$ cat config.mk
export PLATFORM = sky130hd
export DESIGN_NAME = me_unit
export DESIGN_NICKNAME = d
export VERILOG_FILES = /design/src/rtl/me_unit.sv
export SDC_FILE = /design/constraint.sdc
export NUM_CORES = 1
export LEC_CHECK = 0
export ABC_AREA = 1
export CAP_MARGIN = 20
export CORE_ASPECT_RATIO = 0.6
export CORE_UTILIZATION = 45
export CTS_CLUSTER_SIZE = 40
export DETAILED_ROUTE_END_ITERATION = 10
export PLACE_DENSITY = 0.8
export SLEW_MARGIN = 30
export SYNTH_ARGS = -nofsm -noshare
export SYNTH_HDL_FRONTEND = slang
export SYNTH_SLANG_ARGS = --single-unit
export TNS_END_PERCENT = 5
$ cat constraint.sdc
create_clock -name clk -period 2.8 [get_ports clk]
set_clock_uncertainty 0.1 [all_clocks]
set_input_delay 0.56 -clock clk [delete_from_list [all_inputs] [get_ports clk]]
set_output_delay 0.56 -clock clk [all_outputs]
set_load 0.02 [all_outputs]
$ cat src/rtl/me_unit.sv
// me_unit: memory-access stage of the 5-stage LoongArch pipeline.
// It registers the execute payload and merges the synchronous data-SRAM read
// data into the result. A small FSM keeps the load data in a holding buffer
// while write-back stalls, so the data survives changes on data_sram_rdata.
// Optional macro ME_FWD_EN adds the ME_fwd_we / ME_fwd_data forwarding ports.
module me_unit #(
   parameter int EX_BUS_W = 71,
   parameter int WB_BUS_W = 70
) (
   input  logic                clk,
   input  logic                reset,
   input  logic                EX_to_ME_Valid,
   input  logic [EX_BUS_W-1:0] EX_to_ME_Bus,
   output logic                ME_Allow_in,
   input  logic [31:0]         data_sram_rdata,
   output logic                ME_to_WB_Valid,
   input  logic                WB_Allow_in,
   output logic [WB_BUS_W-1:0] ME_to_WB_Bus,
   output logic [4:0]          ME_dest
`ifdef ME_FWD_EN
   ,
   output logic                ME_fwd_we,
   output logic [31:0]         ME_fwd_data
`endif
);

   typedef enum logic [1:0] {
      RD_EMPTY = 2'd0,
      RD_FRESH = 2'd1,
      RD_HELD  = 2'd2
   } rd_st_t;

   rd_st_t      r_rd_st;
   rd_st_t      w_rd_st_nxt;
   logic        r_valid;
   logic [31:0] r_pc;
   logic [31:0] r_alu_result;
   logic        r_res_from_mem;
   logic        r_gr_we;
   logic [4:0]  r_dest;
   logic [31:0] r_rdata_buf;

   logic        w_accept;
   logic        w_buf_cap;
   logic [31:0] w_mem_result;
   logic [31:0] w_final_result;

   // The stage always finishes in one cycle, so it frees up whenever it is
   // empty or its occupant is leaving.
   assign ME_Allow_in    = !r_valid | WB_Allow_in;
   assign w_accept       = ME_Allow_in & EX_to_ME_Valid;
   assign ME_to_WB_Valid = r_valid;

   // Stage valid bit.
   always_ff @(posedge clk) begin
      if (reset)
         r_valid <= 1'b0;
      else if (ME_Allow_in)
         r_valid <= EX_to_ME_Valid;
   end

   // Execute payload, loaded only when an instruction is accepted.
   always_ff @(posedge clk) begin
      if (reset) begin
         r_pc           <= '0;
         r_alu_result   <= '0;
         r_res_from_mem <= 1'b0;
         r_gr_we        <= 1'b0;
         r_dest         <= '0;
      end else if (w_accept) begin
         r_pc           <= EX_to_ME_Bus[70:39];
         r_alu_result   <= EX_to_ME_Bus[38:7];
         r_res_from_mem <= EX_to_ME_Bus[6];
         r_gr_we        <= EX_to_ME_Bus[5];
         r_dest         <= EX_to_ME_Bus[4:0];
      end
   end

   // Read-data FSM state register.
   always_ff @(posedge clk) begin
      if (reset)
         r_rd_st <= RD_EMPTY;
      else
         r_rd_st <= w_rd_st_nxt;
   end

   // Next read-data state; a new accept always restarts at FRESH, even while
   // the previous instruction is leaving in the same cycle.
   always_comb begin
      w_rd_st_nxt = r_rd_st;
      w_buf_cap   = 1'b0;
      if (w_accept) begin
         w_rd_st_nxt = RD_FRESH;
      end else begin
         case (r_rd_st)
            RD_FRESH: w_rd_st_nxt = WB_Allow_in ? RD_EMPTY : RD_HELD;
            RD_HELD:  w_rd_st_nxt = WB_Allow_in ? RD_EMPTY : RD_HELD;
            default:  w_rd_st_nxt = RD_EMPTY;
         endcase
      end
      // The SRAM only drives this instruction's data in its first cycle, so a
      // stall starting then must snapshot it for loads.
      w_buf_cap = (r_rd_st == RD_FRESH) && !WB_Allow_in && r_res_from_mem;
   end

   // Holding buffer for load data across a write-back stall.
   always_ff @(posedge clk) begin
      if (reset)
         r_rdata_buf <= '0;
      else if (w_buf_cap)
         r_rdata_buf <= data_sram_rdata;
   end

   assign w_mem_result   = (r_rd_st == RD_FRESH) ? data_sram_rdata : r_rdata_buf;
   assign w_final_result = r_res_from_mem ? w_mem_result : r_alu_result;

   assign ME_to_WB_Bus = {r_pc, w_final_result, r_gr_we & r_valid, r_dest};
   assign ME_dest      = r_dest & {5{r_valid}};

`ifdef ME_FWD_EN
   assign ME_fwd_we   = r_valid & r_gr_we & (r_dest != 5'd0);
   assign ME_fwd_data = w_final_result;
`endif

endmodule

# ---- Yosys cells after proc, flatten, opt, wreduce, memory -nomap -nowiden
# Index checks and enable logic that the tools add are counted.
dict set report totals {
  wordCells 27
  register_bits 106
  input_bits 107
}
dict set report op_classes {
  n_reduce_logical 6
  bitwise 5
  n_mux 5
  eq_ne 2
}
# cell n
set ops {}
lappend ops {{$mux 32} 2}
lappend ops {{$and 5x5->5} 1}
lappend ops {{$reduce_or 3->1} 1}
lappend ops {{$and 1x1->1} 2}
lappend ops {{$eq 2x1->1 const B} 1}
lappend ops {{$eq 2x2->1 const B} 1}
lappend ops {{$logic_and 1x1->1} 2}
lappend ops {{$logic_not 1->1} 2}
lappend ops {{$mux 1} 2}
lappend ops {{$mux 2} 1}
lappend ops {{$reduce_or 2->1} 1}
lappend ops {{$not 1->1} 1}
lappend ops {{$or 1x1->1} 1}

# ---- Depth between registers and ports, before layout
# Gate-level depths: netlist of run 1.
dict set report logic_depth {
  word_depth 4
  ltp_mapped 8
  ltp_nobuf 7
}

# ---- Worst setup path after synthesis of run 1
# No wires, ideal clock.
dict set report synth_timing {
  kind {flip-flop to output port}
  start {register r_rd_st[1]}
  end {output ME_to_WB_Bus[10]}
  path_slack_ns 0.746
  t_arrival_ns 1.394
  path_stages_with_launch 7
  cell_sequence {dfxtp_1 inv_1 ha_1 inv_1 buf_2 nor2_1 o21ai_0}
}
dict set report synth_via {
  elab_chain_cells 3
}
# element line
set synth_lines {}
lappend synth_lines {{start: declaration} 33} ;# rd_st_t r_rd_st;
lappend synth_lines {{start signal: assignment} 84} ;# r_rd_st <= w_rd_st_nxt;
lappend synth_lines {{$eq 2x1->1} 114} ;# assign w_mem_result = (r_rd_st == RD_FRESH) ? data_sram_rdata : r_rdata_buf;
lappend synth_lines {{$mux 32} 114}
lappend synth_lines {{$mux 32} 115} ;# assign w_final_result = r_res_from_mem ? w_mem_result : r_alu_result;
lappend synth_lines {{end: declaration} 18} ;# output logic [WB_BUS_W-1:0] ME_to_WB_Bus,
# No other way between the ends.

# ---- Final worst setup path of run 1
dict set report layout_timing {
  start {register r_rd_st[1]}
  end {output ME_to_WB_Bus[36]}
}
# Same word-level chain as after synthesis.

==> metrics.cfg, run 1 <==
[outcome]
outcome = completed

[worst_setup_path]
crit_path_end_kind = output pin
crit_chain = inv_1 -> ha_1 -> inv_1 -> buf_12 -> nor2_1 -> o21ai_0 -> dlygate4sd2_1
timing.critical_path.slowest_stage_cell = sky130_fd_sc_hd__dlygate4sd2_1
worst_setup_path_start_kind = flip-flop
timing.critical_path.arrival_ns = 1.94
crit_fanout = 32
required_ns = 2.14
timing.reg2reg.setup_slack_ns = 1.02
critical_path.max_stage_delay_ns = 0.38
timing_worst_setup_path_type = reg2out
critical_path.most_common_cell = sky130_fd_sc_hd__inv_1

[floorplan]
std_cell_rows = 30
core_area_um2 = 11400
design.die.area_um2 = 12300
die_height_um = 86.4
top_ports = 184
initial_core_utilization = 0.468
die_x_um = 143

[layout]
number_of_diodes = 0
finalInstanceArea_um2 = 7560
layout.cells.most_common = sky130_fd_sc_hd__nand2_1
top_library_cells_by_usage_in_the_layout_fill_and_taps_aside = sky130_fd_sc_hd__nand2_1, sky130_fd_sc_hd__clkdlybuf4s50_1, sky130_fd_sc_hd__inv_1
area_delta_synth_final_pct = 41.6
design.final.nets = 1124
final_layout_size_suffix_gt1_frac = 0.0343
fin_util = 0.662

[grt]
grt_pass1_vias = 4955
global_route.overflow_total = 0
grt_first_pass_wirelength_um = 24200
grtUsageMet3 = 0.0823
grt_use_total = 0.246
globalRoute.busiestLayer = met2
groute.layer.met1.usage = 0.335
number_of_antenna_violations_at_the_first_check_in_global_routing = 0
grt_start_max_net_pins = 145
global_route.usage.met2 = 0.382

[placed_design]
post-place-ws_ns = 0.106
place_congestion = 0.826
hpwlAfterDp_um = 9570
placement.io_buffers = 183
dpl_cell_area_um2 = 7230

[synth]
combinational_family_with_the_most_area_after_synthesis = simple AND/OR/NAND/NOR gates
yosysWarnings = 0
synth_seq_area_share = 0.398
xor_and_xnor_area_share_after_synthesis = 0
synthesis.instances = 869
post_synth_fa_ha_maj_area_fraction = 0.00234
per_instance_average_area_after_synthesis_um2 = 6.14
synthesis.nets = 977
synth.lib_cells_used.distinct = 16
synthMuxAreaShare = 0
cell_area_synth_um2 = 5340
area_fraction_in_and_or_nand_and_nor_cells_after_synthesis = 0.312
ys_ff_latch = 106
synth-compound-area-share = 0.128

[sta]
setup_total_neg_slack_ns = 0
hold_viol_final = 0
final_max_slew_viol_count = 0
tightest_slew_ns = 0.636
setup_viol_count_final = 0
postLayoutSetupSlackWorst_ns = 0.199
rsz0062_at_grt = no
timing.final.crit_period_ns = 2.60
maxClockFrequency_mhz = 384
relSlewSlack = 0.576
final_min_period_over_clock_period = 0.929

[cts]
cts_tree = built
clock-root-buffer = sky130_fd_sc_hd__clkbuf_16
clock_sink_count = 106
worstSkewPairLatency_ns = 0.33
clockBufferDepth = 2
number_of_levels_the_h_tree_was_split_into = 3
cts_setup_buffers = 0
number_of_buffers_inserted_during_clock_tree_synthesis = 9
worst_setup_hold_path_clk_slew_ns = 0.07

[detailed_routing]
drt-initial-drc-count = 351
detail_route.wirelength_um = 14700
firstDrtPassIters = 4
detail_route.vias_per_cell = 4.69
drcViolationCount = 0
wl_per_cell_um = 12.5
detailroute.via_count = 5535
postRouteAntennaNets = 0

[pwr]
fin_total_pwr_mw = 3.71
leakagePower_nw = 3.91
pwr_density_cell_nw_per_um2 = 491
vdd_drop_max_uv = 349

[worst_hold_path]
hold_class = reg2reg

[run]
maxCapViolations = 0

==> state kept, by name, indices dropped and copies added, names as in the netlist <==
name and cells:
r_res_from_mem 1, r_dest 5, r_rd_st 2, r_pc 32, r_gr_we 1, r_rdata_buf 32
r_alu_result 32, ME_to_WB_Valid 1
==> through the flow <==
step                instances  hold WS [ns]
finish                   1180         0.382
global route             1180         0.405
CTS                      1180         0.385
detailed placement       1165         0.368
global placement         1165         0.358
floorplan                 869         0.351
==> cells in the mapped netlist, drive strengths merged <==
master	n	share of area
o21ai	64	0.060
clkbuf	20	0.014
inv	146	0.10
buf	41	0.043
ha	1	0.0023
nand3	72	0.068
nand2	208	0.15
dfxtp	106	0.40
a21oi	72	0.068
nor2	139	0.098
==> critical path, delay by kind of cell, from the launching register on <==
family | cells | cell delay [ns]
AO/OA/AOI/OAI | 1 | 0.27
adder cells (fa/ha/maj) | 1 | 0.23
buffers and inverters | 4 | 0.72
flip-flops | 1 | 0.31
AND/OR/NAND/NOR | 1 | 0.07
==> path summary, 6_finish.rpt <==
| kind | startpoint | endpoint | cells after the start |
|---|---|---|---|
| worst max register to register | r_res_from_mem$_SDFFE_PP0P_ | r_rdata_buf[13]$_SDFFE_PP0P_ | 8 |
| worst max-delay path | r_rd_st[1]$_SDFF_PP0_ | ME_to_WB_Bus[36] | 7 |
| worst min register to register | r_alu_result[5]$_SDFFE_PP0P_ | r_alu_result[5]$_SDFFE_PP0P_ | 2 |
| worst min-delay path | r_alu_result[5]$_SDFFE_PP0P_ | r_alu_result[5]$_SDFFE_PP0P_ | 2 |
==> per-layer routing <==
metal	routed length [um]	part of all wire
met1	7130	0.48
met2	6080	0.41
met3	1450	0.099
met4	56	0.0038
met5	0	0
==> repair_timing <==
| item | in CTS | in global routing |
|---|---|---|
| hold buffers | 0 | 0 |
| gates resized for setup | 9 | 23 |
| endpoints found under the setup margin | 9 | 23 |
==> final cells by class <==
| cell class | count | area (um2) |
|---|---|---|
| fill | 1048 | 3850 |
| timing repair buffer | 197 | 2040 |
| multi-input combinational | 556 | 2370 |
| inverter | 146 | 548 |
| clock inverter | 5 | 38.8 |
| tap | 160 | 200 |
| sequential | 106 | 2120 |
| clock buffer | 10 | 239 |
==> power by group <==
group | switching (mW) | total, mW | internal, mW | leakage, nW
clock | 0.554 | 1.18 | 0.629 | 0.135
sequential | 0.0514 | 1.65 | 1.60 | 0.873
combinational | 0.458 | 0.872 | 0.414 | 2.90
==> cell families after synthesis <==
family,count (synthesis)
flops,106
fa+ha+maj,1
simple gates,419
compound gates,136
buf+inv,207
Power figures use the tool's default switching activity.
==> inputs of run 2 (changes only) <==
Settings changed: PLACE_DENSITY 0.8 to unset, PLACE_DENSITY_LB_ADDON set to 0.1.
==> metrics.cfg, run 2 (synthesis gave the netlist of run 1 again) <==
[worst_setup_path]
cp_num_buf_inv = 4
crit_path_end_kind = output pin
timing.critical_path.slowest_stage_cell = sky130_fd_sc_hd__clkdlybuf4s50_1
timing.critical_path.arrival_ns = 2.04
crit_fanout = 19
critical_path.top_delay_family = buffers and inverters
critical_path.max_stage_delay_ns = 0.63
required_ns = 2.14
critical_path.most_common_cell = sky130_fd_sc_hd__inv_1
worst_setup_path_start_kind = flip-flop
crit_chain = inv_1 -> ha_1 -> inv_1 -> buf_12 -> nor2_1 -> o21ai_0 -> clkdlybuf4s50_1
timing_worst_setup_path_type = reg2out

[cts]
cts_tree = built
clock_sink_count = 106
number_of_levels_the_h_tree_was_split_into = 3
post_cts_resize_count = 4
cts.hold.buffers_added = 0
clockBufferDepth = 2
number_of_buffers_inserted_during_clock_tree_synthesis = 9
cts_setup_buffers = 0
worstSkewPairLatency_ns = 0.33
clock-root-buffer = sky130_fd_sc_hd__clkbuf_16
worst_setup_hold_path_clk_slew_ns = 0.07

[run]
maxCapViolations = 0

[grt]
grt_use_total = 0.247
grt_start_max_net_pins = 145
grtUsageMet3 = 0.0890
grt_first_pass_wirelength_um = 24100
grt_pass1_vias = 4835
global_route.overflow_total = 0
groute.layer.met1.usage = 0.340
globalRoute.busiestLayer = met2
number_of_antenna_violations_at_the_first_check_in_global_routing = 0
global_route.usage.met2 = 0.374

[layout]
final_layout_size_suffix_gt1_frac = 0.0391
number_of_diodes = 0
top_library_cells_by_usage_in_the_layout_fill_and_taps_aside = sky130_fd_sc_hd__nand2_1, sky130_fd_sc_hd__clkdlybuf4s50_1, sky130_fd_sc_hd__inv_1
area_delta_synth_final_pct = 44.5
biggestRegsByFlops = r_alu_result x32, r_pc x32, r_rdata_buf x32
layout.cells.most_common = sky130_fd_sc_hd__nand2_1
design.final.nets = 1128
finalInstanceArea_um2 = 7710

[sta]
setup_total_neg_slack_ns = 0
hold_viol_final = 0
setup_viol_count_final = 0
tightest_slew_ns = 0.615
final_min_period_over_clock_period = 0.964
postLayoutSetupSlackWorst_ns = 0.102
final_max_slew_viol_count = 0
maxClockFrequency_mhz = 371
timing.final.crit_period_ns = 2.70
relSlewSlack = 0.590
rsz0062_at_grt = no
fin_hold_ws_ns = 0.382

[detailed_routing]
drt-initial-drc-count = 239
detail_route.wirelength_um = 14900
wl_per_cell_um = 12.6
drcViolationCount = 0
detailroute.via_count = 5524
detail_route.vias_per_cell = 4.67
postRouteAntennaNets = 0
firstDrtPassIters = 5

[pwr]
leakagePower_nw = 3.99
vdd_drop_max_uv = 324
pwr_density_cell_nw_per_um2 = 518
fin_total_pwr_mw = 3.99

[worst_hold_path]
hold_class = reg2reg

[floorplan]
std_cell_rows = 30
initial_core_utilization = 0.468
design.die.area_um2 = 12300
die_x_um = 143
top_ports = 184
die_height_um = 86.4
core_area_um2 = 11400

[placed_design]
place_congestion = 0.823
hpwlAfterDp_um = 9580
placement.io_buffers = 183
dpl_cell_area_um2 = 7310
post-place-ws_ns = 0.119

[outcome]
outcome = completed

[run 2: changes by cell type in the layout (fill, tap and decap cells not counted), sizes merged]
cell and change:
inv -2, dlygate4sd2 -6, clkinv -1, clkdlybuf4s50 +3
dlymetal6s2s +2, buf +5, bufinv +3
[run 2: final timing paths]
path                                 end  depth (start not counted)                  start  slack [ns]
max                     ME_to_WB_Bus[14]                          7  r_rd_st[1]$_SDFF_PP0_        0.10
min                 r_pc[2]$_SDFFE_PP0P_                          2   r_pc[2]$_SDFFE_PP0P_        0.38
max reg2reg  r_rdata_buf[6]$_SDFFE_PP0P_                          8  r_rd_st[1]$_SDFF_PP0_        1.09
min reg2reg         r_pc[2]$_SDFFE_PP0P_                          2   r_pc[2]$_SDFFE_PP0P_        0.38
[run 2: power by group]
group,internal (mW),switching (mW)
sequential,1.60,0.0510
combinational,0.430,0.460
clock,0.893,0.560
[run 2: stage by stage]
stage | instances | util
floorplan | 869 | -
detailed placement | 1169 | 0.641
global route | 1184 | 0.676
global placement | 1169 | 0.641
CTS | 1184 | 0.670
finish | 1184 | 0.676
[run 2: tightest hold or removal path, stage by stage (launching register included)]
cell                      delay, ns
sky130_fd_sc_hd__dfxtp_1       0.33
sky130_fd_sc_hd__a21oi_1       0.04
sky130_fd_sc_hd__nor2_1        0.08
[run 2: cell type report]
cell class | instances | area (um2)
Inverter | 146 | 548
Timing Repair Buffer | 201 | 2130
Clock inverter | 5 | 103
Fill cell | 1024 | 3700
Sequential cell | 106 | 2120
Tap cell | 160 | 200
Multi-Input combinational cell | 556 | 2370
Clock buffer | 10 | 239
[run 2: metal layers]
layer  wire (um)  vias up
met5           0        -
li1            -     2934
met2        6240      165
met4          81        0
met3        1500        6
met1        7090     2419
